**src/rtl/cpu_ctrl_pkg.sv**
```systemverilog
// ---------------------------------------------------------------------------
// cpu_ctrl_pkg
// Shared definitions for the pipelined control decoder:
//   - opcode / funct encodings of the supported instruction subset
//   - ALUCntrl encodings
//   - ctrl_bundle_t : the registered control bits handed to execute
//   - state_t       : RUN / BUBBLE issue state
// ---------------------------------------------------------------------------
package cpu_ctrl_pkg;

    // Primary opcodes (Instr[31:26])
    localparam logic [5:0] OP_RTYPE = 6'b000000;
    localparam logic [5:0] OP_J     = 6'b000010;
    localparam logic [5:0] OP_BNE   = 6'b000101;
    localparam logic [5:0] OP_ADDI  = 6'b001000;
    localparam logic [5:0] OP_XORI  = 6'b001110;
    localparam logic [5:0] OP_LW    = 6'b100011;
    localparam logic [5:0] OP_SW    = 6'b101011;

    // R-type funct codes (Instr[5:0])
    localparam logic [5:0] FN_JR    = 6'b001000;
    localparam logic [5:0] FN_ADD   = 6'b100000;
    localparam logic [5:0] FN_SUB   = 6'b100010;
    localparam logic [5:0] FN_SLT   = 6'b101010;

    // ALUCntrl encodings
    localparam logic [1:0] ALU_ADD  = 2'b00;
    localparam logic [1:0] ALU_XOR  = 2'b01;
    localparam logic [1:0] ALU_SUB  = 2'b10;
    localparam logic [1:0] ALU_SLT  = 2'b11;

    // Issue state: BUBBLE lasts exactly one cycle after a load-use stall
    typedef enum logic [0:0] {
        ST_RUN    = 1'b0,
        ST_BUBBLE = 1'b1
    } state_t;

    // Control bits carried into the ID/EX register
    typedef struct packed {
        logic       reg_wr;
        logic       mem_wr;
        logic       mem_to_reg;
        logic       alu_src;
        logic       branch;
        logic       jump;
        logic       jr;
        logic       zero_ext;
        logic [1:0] alu_cntrl;
        logic       illegal;
    } ctrl_bundle_t;

    // All-inactive bundle, used for bubbles, flushes and reset
    localparam ctrl_bundle_t CTRL_NONE = '{
        reg_wr:     1'b0,
        mem_wr:     1'b0,
        mem_to_reg: 1'b0,
        alu_src:    1'b0,
        branch:     1'b0,
        jump:       1'b0,
        jr:         1'b0,
        zero_ext:   1'b0,
        alu_cntrl:  2'b00,
        illegal:    1'b0
    };

endpackage

```
**src/rtl/ctrl_decode.sv**
```systemverilog
// ---------------------------------------------------------------------------
// ctrl_decode
// Purely combinational instruction decoder.
// Ports:
//   instr_i    [31:0]        instruction word
//   ctrl_o     ctrl_bundle_t decoded control bits (RegWr already masked for $0)
//   uses_rs_o                instruction reads Rs
//   uses_rt_o                instruction reads Rt
//   is_load_o                instruction is LW
//   rs_o, rt_o, wr_reg_o     register fields; unused ones are driven 0
//   imm_o      [IMM_W-1:0]   immediate (I-type only, else 0)
//   target_o   [TARGET_W-1:0] jump target (J only, else 0)
// ---------------------------------------------------------------------------
module ctrl_decode
    import cpu_ctrl_pkg::*;
#(
    parameter int REG_ADDR_W  = 5,
    parameter int IMM_W       = 16,
    parameter int TARGET_W    = 26,
    parameter int ENABLE_ADDI = 1
) (
    input  logic [31:0]           instr_i,
    output ctrl_bundle_t          ctrl_o,
    output logic                  uses_rs_o,
    output logic                  uses_rt_o,
    output logic                  is_load_o,
    output logic [REG_ADDR_W-1:0] rs_o,
    output logic [REG_ADDR_W-1:0] rt_o,
    output logic [REG_ADDR_W-1:0] wr_reg_o,
    output logic [IMM_W-1:0]      imm_o,
    output logic [TARGET_W-1:0]   target_o
);

    logic [5:0]            opcode_s;
    logic [5:0]            funct_s;
    logic [REG_ADDR_W-1:0] rs_f_s;
    logic [REG_ADDR_W-1:0] rt_f_s;
    logic [REG_ADDR_W-1:0] rd_f_s;

    ctrl_bundle_t base_s;
    logic         uses_rs_s;
    logic         uses_rt_s;
    logic         writes_rd_s;
    logic         writes_rt_s;
    logic         imm_en_s;
    logic         tgt_en_s;
    logic         load_s;

    assign opcode_s = instr_i[31:26];
    assign funct_s  = instr_i[5:0];
    assign rs_f_s   = instr_i[21 +: REG_ADDR_W];
    assign rt_f_s   = instr_i[16 +: REG_ADDR_W];
    assign rd_f_s   = instr_i[11 +: REG_ADDR_W];

    // Classify the instruction and raise its control bits and field usage
    always_comb begin
        base_s      = CTRL_NONE;
        uses_rs_s   = 1'b0;
        uses_rt_s   = 1'b0;
        writes_rd_s = 1'b0;
        writes_rt_s = 1'b0;
        imm_en_s    = 1'b0;
        tgt_en_s    = 1'b0;
        load_s      = 1'b0;
        case (opcode_s)
            OP_RTYPE: begin
                case (funct_s)
                    FN_ADD, FN_SUB, FN_SLT: begin
                        base_s.reg_wr = 1'b1;
                        uses_rs_s     = 1'b1;
                        uses_rt_s     = 1'b1;
                        writes_rd_s   = 1'b1;
                        if (funct_s == FN_SUB) begin
                            base_s.alu_cntrl = ALU_SUB;
                        end else if (funct_s == FN_SLT) begin
                            base_s.alu_cntrl = ALU_SLT;
                        end else begin
                            base_s.alu_cntrl = ALU_ADD;
                        end
                    end
                    FN_JR: begin
                        base_s.jump = 1'b1;
                        base_s.jr   = 1'b1;
                        uses_rs_s   = 1'b1;
                    end
                    default: begin
                        base_s.illegal = 1'b1;
                    end
                endcase
            end
            OP_LW: begin
                base_s.alu_src    = 1'b1;
                base_s.mem_to_reg = 1'b1;
                base_s.reg_wr     = 1'b1;
                base_s.alu_cntrl  = ALU_ADD;
                uses_rs_s         = 1'b1;
                writes_rt_s       = 1'b1;
                imm_en_s          = 1'b1;
                load_s            = 1'b1;
            end
            OP_SW: begin
                base_s.alu_src   = 1'b1;
                base_s.mem_wr    = 1'b1;
                base_s.alu_cntrl = ALU_ADD;
                uses_rs_s        = 1'b1;
                uses_rt_s        = 1'b1;
                imm_en_s         = 1'b1;
            end
            OP_BNE: begin
                base_s.branch    = 1'b1;
                base_s.alu_cntrl = ALU_SUB;
                uses_rs_s        = 1'b1;
                uses_rt_s        = 1'b1;
                imm_en_s         = 1'b1;
            end
            OP_XORI: begin
                base_s.alu_src   = 1'b1;
                base_s.zero_ext  = 1'b1;
                base_s.reg_wr    = 1'b1;
                base_s.alu_cntrl = ALU_XOR;
                uses_rs_s        = 1'b1;
                writes_rt_s      = 1'b1;
                imm_en_s         = 1'b1;
            end
            OP_ADDI: begin
                if (ENABLE_ADDI != 0) begin
                    base_s.alu_src   = 1'b1;
                    base_s.reg_wr    = 1'b1;
                    base_s.alu_cntrl = ALU_ADD;
                    uses_rs_s        = 1'b1;
                    writes_rt_s      = 1'b1;
                    imm_en_s         = 1'b1;
                end else begin
                    base_s.illegal = 1'b1;
                end
            end
            OP_J: begin
                base_s.jump = 1'b1;
                tgt_en_s    = 1'b1;
            end
            default: begin
                base_s.illegal = 1'b1;
            end
        endcase
    end

    // Steer register/immediate/target fields (unused ones read 0) and mask writes to $0
    always_comb begin
        ctrl_o    = base_s;
        uses_rs_o = uses_rs_s;
        uses_rt_o = uses_rt_s;
        is_load_o = load_s;
        if (writes_rd_s) begin
            wr_reg_o = rd_f_s;
        end else if (writes_rt_s) begin
            wr_reg_o = rt_f_s;
        end else begin
            wr_reg_o = '0;
        end
        if (wr_reg_o == '0) begin
            ctrl_o.reg_wr = 1'b0;
        end else begin
            ctrl_o.reg_wr = base_s.reg_wr;
        end
        rs_o     = uses_rs_s ? rs_f_s : '0;
        rt_o     = (uses_rt_s || writes_rt_s) ? rt_f_s : '0;
        imm_o    = imm_en_s ? instr_i[0 +: IMM_W] : '0;
        target_o = tgt_en_s ? instr_i[0 +: TARGET_W] : '0;
    end

endmodule

```
**src/rtl/pipelined_control.sv**
```systemverilog
// ---------------------------------------------------------------------------
// pipelined_control
// Decode stage with ID/EX output register, load-use bubble insertion,
// valid/ready handshakes on both sides, and flush on redirect.
// Ports:
//   clk, reset            clock, synchronous active-high reset
//   InstrValid/Instr      instruction offered by fetch
//   InstrReady            combinational accept (valid && ready at the edge)
//   Flush                 drop the held bundle and hazard state
//   ExReady               execute takes the bundle this cycle
//   OutValid              registered bundle below is valid
//   RegWr..ZeroExt        registered control bits
//   ALUCntrl              00 add, 01 xor, 10 sub, 11 slt
//   Rs, Rt, WriteRegister registered register addresses
//   Imm16, TargetInstr    registered immediate and jump target
//   Illegal               registered undecodable flag
// ---------------------------------------------------------------------------
module pipelined_control
    import cpu_ctrl_pkg::*;
#(
    parameter int REG_ADDR_W  = 5,
    parameter int IMM_W       = 16,
    parameter int TARGET_W    = 26,
    parameter int ENABLE_ADDI = 1,
    parameter int HAZARD_EN   = 1
) (
    input  logic                  clk,
    input  logic                  reset,
    input  logic                  InstrValid,
    input  logic [31:0]           Instr,
    output logic                  InstrReady,
    input  logic                  Flush,
    input  logic                  ExReady,
    output logic                  OutValid,
    output logic                  RegWr,
    output logic                  MemWr,
    output logic                  MemToReg,
    output logic                  ALUSrc,
    output logic                  Branch,
    output logic                  Jump,
    output logic                  JR,
    output logic                  ZeroExt,
    output logic [1:0]            ALUCntrl,
    output logic [REG_ADDR_W-1:0] Rs,
    output logic [REG_ADDR_W-1:0] Rt,
    output logic [REG_ADDR_W-1:0] WriteRegister,
    output logic [IMM_W-1:0]      Imm16,
    output logic [TARGET_W-1:0]   TargetInstr,
    output logic                  Illegal
);

    // Decoder outputs
    ctrl_bundle_t          dec_ctrl_s;
    logic                  dec_uses_rs_s;
    logic                  dec_uses_rt_s;
    logic                  dec_is_load_s;
    logic [REG_ADDR_W-1:0] dec_rs_s;
    logic [REG_ADDR_W-1:0] dec_rt_s;
    logic [REG_ADDR_W-1:0] dec_wr_s;
    logic [IMM_W-1:0]      dec_imm_s;
    logic [TARGET_W-1:0]   dec_tgt_s;

    // Registered state
    state_t                state_q;
    logic                  out_valid_q;
    ctrl_bundle_t          ctrl_q;
    logic [REG_ADDR_W-1:0] rs_q;
    logic [REG_ADDR_W-1:0] rt_q;
    logic [REG_ADDR_W-1:0] wr_q;
    logic [IMM_W-1:0]      imm_q;
    logic [TARGET_W-1:0]   tgt_q;
    logic                  ld_pend_q;
    logic [REG_ADDR_W-1:0] ld_reg_q;

    // Handshake terms
    logic stall_s;
    logic hazard_s;
    logic ready_s;
    logic accept_s;

    ctrl_decode #(
        .REG_ADDR_W  (REG_ADDR_W),
        .IMM_W       (IMM_W),
        .TARGET_W    (TARGET_W),
        .ENABLE_ADDI (ENABLE_ADDI)
    ) u_decode (
        .instr_i   (Instr),
        .ctrl_o    (dec_ctrl_s),
        .uses_rs_o (dec_uses_rs_s),
        .uses_rt_o (dec_uses_rt_s),
        .is_load_o (dec_is_load_s),
        .rs_o      (dec_rs_s),
        .rt_o      (dec_rt_s),
        .wr_reg_o  (dec_wr_s),
        .imm_o     (dec_imm_s),
        .target_o  (dec_tgt_s)
    );

    // Held bundle not yet taken by execute
    assign stall_s = out_valid_q && !ExReady;

    // Load-use: the offered instruction reads the register the previous LW writes.
    // LdPend is always clear in BUBBLE; the state term just makes that explicit.
    always_comb begin
        if ((HAZARD_EN != 0) && (state_q == ST_RUN) && ld_pend_q && InstrValid) begin
            hazard_s = (dec_uses_rs_s && (dec_rs_s == ld_reg_q)) ||
                       (dec_uses_rt_s && (dec_rt_s == ld_reg_q));
        end else begin
            hazard_s = 1'b0;
        end
    end

    assign ready_s    = !reset && !Flush && !stall_s && !hazard_s;
    assign accept_s   = InstrValid && ready_s;
    assign InstrReady = ready_s;

    // ID/EX register, load-pending tracker and RUN/BUBBLE state.
    // Reset and Flush both return to an empty RUN stage; backpressure freezes
    // everything; otherwise the register takes the accepted instruction or a
    // zeroed, invalid bundle (bubble or idle fetch).
    always_ff @(posedge clk) begin
        if (reset || Flush) begin
            state_q     <= ST_RUN;
            out_valid_q <= 1'b0;
            ctrl_q      <= CTRL_NONE;
            rs_q        <= '0;
            rt_q        <= '0;
            wr_q        <= '0;
            imm_q       <= '0;
            tgt_q       <= '0;
            ld_pend_q   <= 1'b0;
            ld_reg_q    <= '0;
        end else if (stall_s) begin
            state_q     <= state_q;
            out_valid_q <= out_valid_q;
            ctrl_q      <= ctrl_q;
            rs_q        <= rs_q;
            rt_q        <= rt_q;
            wr_q        <= wr_q;
            imm_q       <= imm_q;
            tgt_q       <= tgt_q;
            ld_pend_q   <= ld_pend_q;
            ld_reg_q    <= ld_reg_q;
        end else if (accept_s) begin
            state_q     <= ST_RUN;
            out_valid_q <= 1'b1;
            ctrl_q      <= dec_ctrl_s;
            rs_q        <= dec_rs_s;
            rt_q        <= dec_rt_s;
            wr_q        <= dec_wr_s;
            imm_q       <= dec_imm_s;
            tgt_q       <= dec_tgt_s;
            // A load into $0 can never be consumed, so it does not arm the tracker
            ld_pend_q   <= dec_is_load_s && (dec_rt_s != '0);
            ld_reg_q    <= dec_rt_s;
        end else begin
            // Bubble or idle: an idle cycle keeps LdPend, a bubble consumes it
            state_q     <= hazard_s ? ST_BUBBLE : ST_RUN;
            out_valid_q <= 1'b0;
            ctrl_q      <= CTRL_NONE;
            rs_q        <= '0;
            rt_q        <= '0;
            wr_q        <= '0;
            imm_q       <= '0;
            tgt_q       <= '0;
            ld_pend_q   <= hazard_s ? 1'b0 : ld_pend_q;
            ld_reg_q    <= ld_reg_q;
        end
    end

    assign OutValid      = out_valid_q;
    assign RegWr         = ctrl_q.reg_wr;
    assign MemWr         = ctrl_q.mem_wr;
    assign MemToReg      = ctrl_q.mem_to_reg;
    assign ALUSrc        = ctrl_q.alu_src;
    assign Branch        = ctrl_q.branch;
    assign Jump          = ctrl_q.jump;
    assign JR            = ctrl_q.jr;
    assign ZeroExt       = ctrl_q.zero_ext;
    assign ALUCntrl      = ctrl_q.alu_cntrl;
    assign Illegal       = ctrl_q.illegal;
    assign Rs            = rs_q;
    assign Rt            = rt_q;
    assign WriteRegister = wr_q;
    assign Imm16         = imm_q;
    assign TargetInstr   = tgt_q;

endmodule

```
**config.mk**
```make
export PLATFORM = sky130hd
export DESIGN_NAME = pipelined_control
export DESIGN_NICKNAME = d
export VERILOG_FILES = /design/src/rtl/cpu_ctrl_pkg.sv /design/src/rtl/ctrl_decode.sv /design/src/rtl/pipelined_control.sv
export SDC_FILE = /design/constraint.sdc
export NUM_CORES = 1
export LEC_CHECK = 0
export CORE_MARGIN = 2
export CORE_UTILIZATION = 46
export DETAILED_ROUTE_END_ITERATION = 12
export GPL_TIMING_DRIVEN = 0
export PLACE_DENSITY = 0.8
export SLEW_MARGIN = 20
export SYNTH_ARGS = -nofsm -noshare
export SYNTH_HDL_FRONTEND = slang
export SYNTH_HIERARCHICAL = 1
export SYNTH_SLANG_ARGS = --single-unit
```
**constraint.sdc**
```tcl
create_clock -name clk -period 5.8 [get_ports clk]
set_clock_uncertainty 0.2 [all_clocks]
set_input_delay 1.45 -clock clk [delete_from_list [all_inputs] [get_ports clk]]
set_output_delay 1.45 -clock clk [all_outputs]
set_load 0.01 [all_outputs]
```
Word level (Yosys, flattened, before mapping)
Index checks and enable logic that the tools add are counted.
{"block": "totals", "in_bits": 37, "out_inout_bits": 70, "elab_cells": 106, "ff_bits": 76}
{"block": "classes", "n_eq_ne": 12, "muxes": 42, "n_bitwise": 2, "reduce_logical": 31}
{"op": "$mux W26", "count": 2}
{"op": "$mux W5", "count": 7}
{"op": "$mux W16", "count": 2}
{"op": "$eq A6 B6 Y1 const B", "count": 5}
{"op": "$mux W1", "count": 20}
{"op": "$eq A6 B4 Y1 const B", "count": 3}
{"op": "$mux W11", "count": 1}
{"op": "$eq A5 B5 Y1", "count": 2}
{"op": "$logic_and A1 B1 Y1", "count": 10}
{"op": "$pmux W1 S2", "count": 5}
{"op": "$mux W2", "count": 4}
{"op": "$reduce_or A4 Y1", "count": 2}
{"op": "$eq A6 B2 Y1 const B", "count": 1}
{"op": "$eq A6 B3 Y1 const B", "count": 1}
{"op": "$logic_not A6 Y1", "count": 1}
{"op": "$pmux W2 S3", "count": 1}
{"op": "$reduce_or A3 Y1", "count": 2}
{"op": "$reduce_or A6 Y1", "count": 1}
{"op": "$logic_not A1 Y1", "count": 5}
{"op": "$logic_not A5 Y1", "count": 1}
{"op": "$reduce_bool A5 Y1", "count": 1}
{"op": "$reduce_or A5 Y1", "count": 1}
{"op": "$reduce_and A2 Y1", "count": 2}
{"op": "$logic_or A1 B1 Y1", "count": 3}
{"op": "other kinds (3)", "count": 4}

Logic depth before layout (Yosys ltp)
{"block": "depth", "word_depth": 15, "depth_mapped": 11, "mapped_depth_nobuf": 9}

Cells and area by module
The synthesis kept the hierarchy.
{"mod": "pipelined_control", "cells_per_inst": 203, "area_each_um2": 2537.4, "instances": 1, "seq_area_each_um2": 1521.5}
{"mod": "ctrl_decode", "cells_per_inst": 124, "area_each_um2": 798.3, "instances": 1, "seq_area_each_um2": 0.0}

Worst setup path before layout
OpenSTA, ideal clock, no wires.
{"block": "synth_timing", "kind": "input port to output port", "startpoint": "in Instr[28]", "endpoint": "out InstrReady", "t_arrival_ns": 3.845, "t_required_ns": 4.150, "n_path_buf": 0, "path_slack_ns": 0.305, "path_stages": 9, "cell_sequence": "or4_4 -> nor4_2 -> a21oi_1 -> a21boi_0 -> xnor2_1 -> nand4_1 -> nor4_2 -> nor2_1 -> and3_1"}
{"block": "synth_between", "elab_chain_len": 11, "elab_cells_between_ends": 23, "classes_between": "eq/ne (7); mux (6); reduce/logical (10)"}
{"item": "start, declared", "line": "pipelined_control.sv:30", "text": "input logic [31:0] Instr,"}
{"item": "$eq A6 B3 Y1, or another cell as far along", "line": "ctrl_decode.sv:65", "text": "case (opcode_s)"}
{"item": "$reduce_or A2 Y1 (no line) / $reduce_or A3 Y1 (equally long branches)"}
{"item": "$pmux W1 S2 / $mux W1 (equally long branches)"}
{"item": "$logic_or A1 B1 Y1 (*)", "line": "ctrl_decode.sv:166", "text": "rt_o = (uses_rt_s || writes_rt_s) ? rt_f_s : '0;"}
{"item": "$mux W5 (*)", "line": "ctrl_decode.sv:166"}
{"item": "via dec_rt_s[0]", "line": "pipelined_control.sv:58", "text": "logic [REG_ADDR_W-1:0] dec_rt_s;"}
{"item": "$eq A5 B5 Y1 (*)", "line": "pipelined_control.sv:107", "text": "(dec_uses_rt_s && (dec_rt_s == ld_reg_q));"}
{"item": "$logic_and A1 B1 Y1 (*)", "line": "pipelined_control.sv:107"}
{"item": "$logic_or A1 B1 Y1 (*)", "line": "pipelined_control.sv:106", "text": "hazard_s = (dec_uses_rs_s && (dec_rs_s == ld_reg_q)) ||"}
{"item": "$mux W1 (*)", "line": "pipelined_control.sv:105", "text": "if ((HAZARD_EN != 0) && (state_q == ST_RUN) && ld_pend_q && InstrValid) begin"}
{"item": "$logic_not A1 Y1 (*)", "line": "pipelined_control.sv:113", "text": "assign ready_s = !reset && !Flush && !stall_s && !hazard_s;"}
{"item": "$logic_and A1 B1 Y1 (*)", "line": "pipelined_control.sv:113"}
{"item": "end, declared", "line": "pipelined_control.sv:31", "text": "output logic InstrReady,"}
The timed path passes the listed nets; every way through them passes the cells marked *.

Final worst setup path
{"block": "layout_timing", "startpoint": "in Instr[4]", "endpoint": "out InstrReady"}
{"block": "layout_between", "elab_chain_len": 12, "elab_cells_between_ends": 21, "classes_between": "eq/ne (6); mux (7); reduce/logical (8)"}
{"item": "$eq A6 B6 Y1", "line": "ctrl_decode.sv:67", "text": "case (funct_s)"}
{"item": "$reduce_or A3 Y1 (*)", "line": "ctrl_decode.sv:67"}
{"item": "$mux W1 (*)", "line": "ctrl_decode.sv:67"}
{"item": "$pmux W1 S2 (*)", "line": "ctrl_decode.sv:65"}
{"item": "$logic_or A1 B1 Y1 (*)", "line": "ctrl_decode.sv:166"}
{"item": "$mux W5 (*)", "line": "ctrl_decode.sv:166"}
{"item": "via dec_rt_s[2]", "line": "pipelined_control.sv:58"}
{"item": "$eq A5 B5 Y1 (*)", "line": "pipelined_control.sv:107"}
{"item": "$logic_and A1 B1 Y1 (*)", "line": "pipelined_control.sv:107"}
{"item": "$logic_or A1 B1 Y1 (*)", "line": "pipelined_control.sv:106"}
{"item": "$mux W1 (*)", "line": "pipelined_control.sv:105"}
{"item": "$logic_not A1 Y1 (*)", "line": "pipelined_control.sv:113"}
{"item": "$logic_and A1 B1 Y1 (*)", "line": "pipelined_control.sv:113"}
Marked as above.

==> run metrics <==
outcome=complete, no violations; number of global-route vias before repair=3,180; Reg clk slew, reported paths=80 ps; CTS tree=done; CTS buffer count=9; met2 Use GR=41.3%; cell with the most instances after synthesis=dfxtp_1; first-iteration detailed-routing DRC count=379; initial antenna violation count=0; setup slack, reg-to-reg=3330 ps; sequential share of the synthesized area=45.6%; Avg Synthesized Cell Area=10.2 sq um; DRC violations left=0; CP Data Required Time=4150 ps; area of the multi-input gates=1800 sq um; ys async rst share=0%; Setup Crit Path Kind=in2out; CP Data Arrival Time=3990 ps; # nets final=493; fin. max-slew vios=0; Setup crit start kind=input port; EDFF count, synth=0; worst setup path start=Instr[4]; HP Class=reg2reg; dpl hpwl=6870 microns; Yosys top cell by area=dfxtp_1; post-synth cell types=45; worst hold start=Imm16[3]; M1 GR Usage=33.4%; I/O pin count=107; post-route clock period utilization=97.2%; unrepaired setup endpoints after global routing=no; storage element area=1520 sq um; worst-margin pin slew=957 ps; GR Util met3=5.63%; clk buf depth=2; final wirelength=9910 microns; die footprint=7950 sq um; top cells by count, synth=dfxtp_1, a22o_1, and2_1; Max Fclk=177 MHz; Row Count=31; drt pass-1 iters=5; IO Port Bufs=104; worst setup path endpoint=InstrReady; Inst Count DP=530; reg-to-reg startpoint=ld_reg_q[4]; Core ar.=7140 sq um; busiest layer in global routing=met2; pin count of the biggest net entering global routing=13; r2r worst-path depth=7; R2R Path End=TargetInstr[9]; worst-skew pair later-pin latency=330 ps; first-pass GRT wire length=15,600 microns; Die Ht=89.2 microns; synthesized area=3340 sq um; Syn Inst Count=327; worst vdd ir=0.149 mV; number of max-cap violations=0; area share of the largest cell type after synthesis=45.6%; WL/cell=17.7 microns; via/cell ratio=5.72; H-tree levels=3; gr usage total=25.5%; Yosys reg bits=76; relative slew slack=35.7%; cell area power density=219 nW/um^2; final setup fails=0; Via Count=3,199; crit end category=output port; top cells by area, synth=dfxtp_1, a22o_1, and2_1; final core occ=69.6%; final hold vios=0; critical path fanouts, max=6; Die X=89.2 microns; Synth warnings=6; Area Growth Syn to Fin=49.0%; ant diodes=0; Fill cells=542; Initial Util=46.7%; leakage=1.88 nW; RePlAce Congestion=1.01; hold-fix buffers at CTS=0; CTS root buffer=clkbuf_8; top_reg_cell synth=dfxtp_1; total grt overflow=0; non-filler cells, final=559; Sink Count=76; Final ANT Viol Nets=0; Synth Net Count=364; final worst path period need=5640 ps; share of cells above drive strength 1=14.3%
-- stage by stage --
step           instance area (sq um)  TNS [ps]  worst slack (ps)  total power [mW]  hold WS (ps)
6_report                        4970         0               162              1.09           275
5_1_grt                         4970         0              16.6              1.12           292
4_1_cts                         4910         0              4.52              1.09           278
3_5_place_dp                    4500     -1240             -1240             0.622           254
3_3_place_gp                    4500     -1160             -1160             0.620           243
2_1_floorplan                   3340         0               305             0.576           232
-- layout by cell type (no fill, tap or decap), types with 3 or more instances in the layout --
cell and instances:
bufinv_16 3, a21boi_2 8, clkdlybuf4s50_1 97, nand4b_1 3
buf_4 15, nand2b_1 4, inv_1 3, xnor2_1 6
xor2_1 4, dfxtp_1 76, nand2_1 12, o21ai_0 3
nor4_4 4, clkbuf_1 15, clkbuf_8 10, nor2_1 13
and2_1 40, dlygate4sd2_1 4, nor3_1 9, o2bb2ai_1 5
or2_2 3, buf_6 7, a22o_1 73
-- power breakdown --
group | leakage, nW | internal, mW | switching, mW
registers | 0.612 | 0.523 | 0.00137
clock network | 0.114 | 0.285 | 0.184
logic | 1.15 | 0.0445 | 0.0505
-- state kept, by name, summed over array words and instances, names as in the netlist, 2 cells and up --
| register | cells |
|---|---|
| Imm16 | 16 |
| ld_reg_q | 5 |
| TargetInstr | 26 |
| Rt | 5 |
| WriteRegister | 5 |
| ALUCntrl | 2 |
| Rs | 5 |
-- how the worst min path moves through the flow --
stage,depth (start not counted),to,slack (ps)
after floorplan,2,ld_pend_q,230
after global placement,2,ld_pend_q,240
after detailed placement,1,Imm16[2],250
after CTS,1,TargetInstr[23],280
after global routing,1,MemToReg,290
final,1,Imm16[3],270
-- critical path: stages --
cell             delay [ps]
dlygate4sd2_1           270
or4_4                   560
nor4_4                  240
buf_4                   180
a21oi_4                  90
a21boi_2                220
xnor2_1                 150
nand4_1                 150
nor4_4                  190
nor2_1                   90
and3_1                  170
clkdlybuf4s15_1         220
-- logic make-up (layout without fill, tap and decap cells) --
kind of cell / count (synthesis) / in the layout / share of synthesized area (%)
buffers and inverters: 25 / 158 / 4.50
DFF: 76 / 76 / 45.6
AOI/OAI and AO/OA: 108 / 108 / 26.8
xor gates and xnor gates: 10 / 10 / 2.63
and+or+nand+nor: 108 / 108 / 20.4
-- final cells by class --
cell class	count	area share [%]
Multi-Input combinational cell	226	36.1
Clock inverter	4	1.99
Timing Repair Buffer	118	22.9
Sequential cell	76	30.6
Buffer	22	3.00
Tap cell	99	2.49
Inverter	3	0.227
Clock buffer	11	2.64
-- metal layers --
layer | vias to the layer above | part of all wire [%]
met4 | 0 | 2.2
li1 | 1483 | -
met2 | 171 | 47
met1 | 1520 | 42
met3 | 25 | 8.5
met5 | - | 0
-- timing repair --
| item | CTS | global route |
|---|---|---|
| resized for setup | 38 | 10 |
| pin swaps | 10 | 10 |
| setup endpoints to repair | 1 | 1 |
| buffers inserted | 10 | 4 |
No activity file was read; power rests on OpenSTA's default activity.
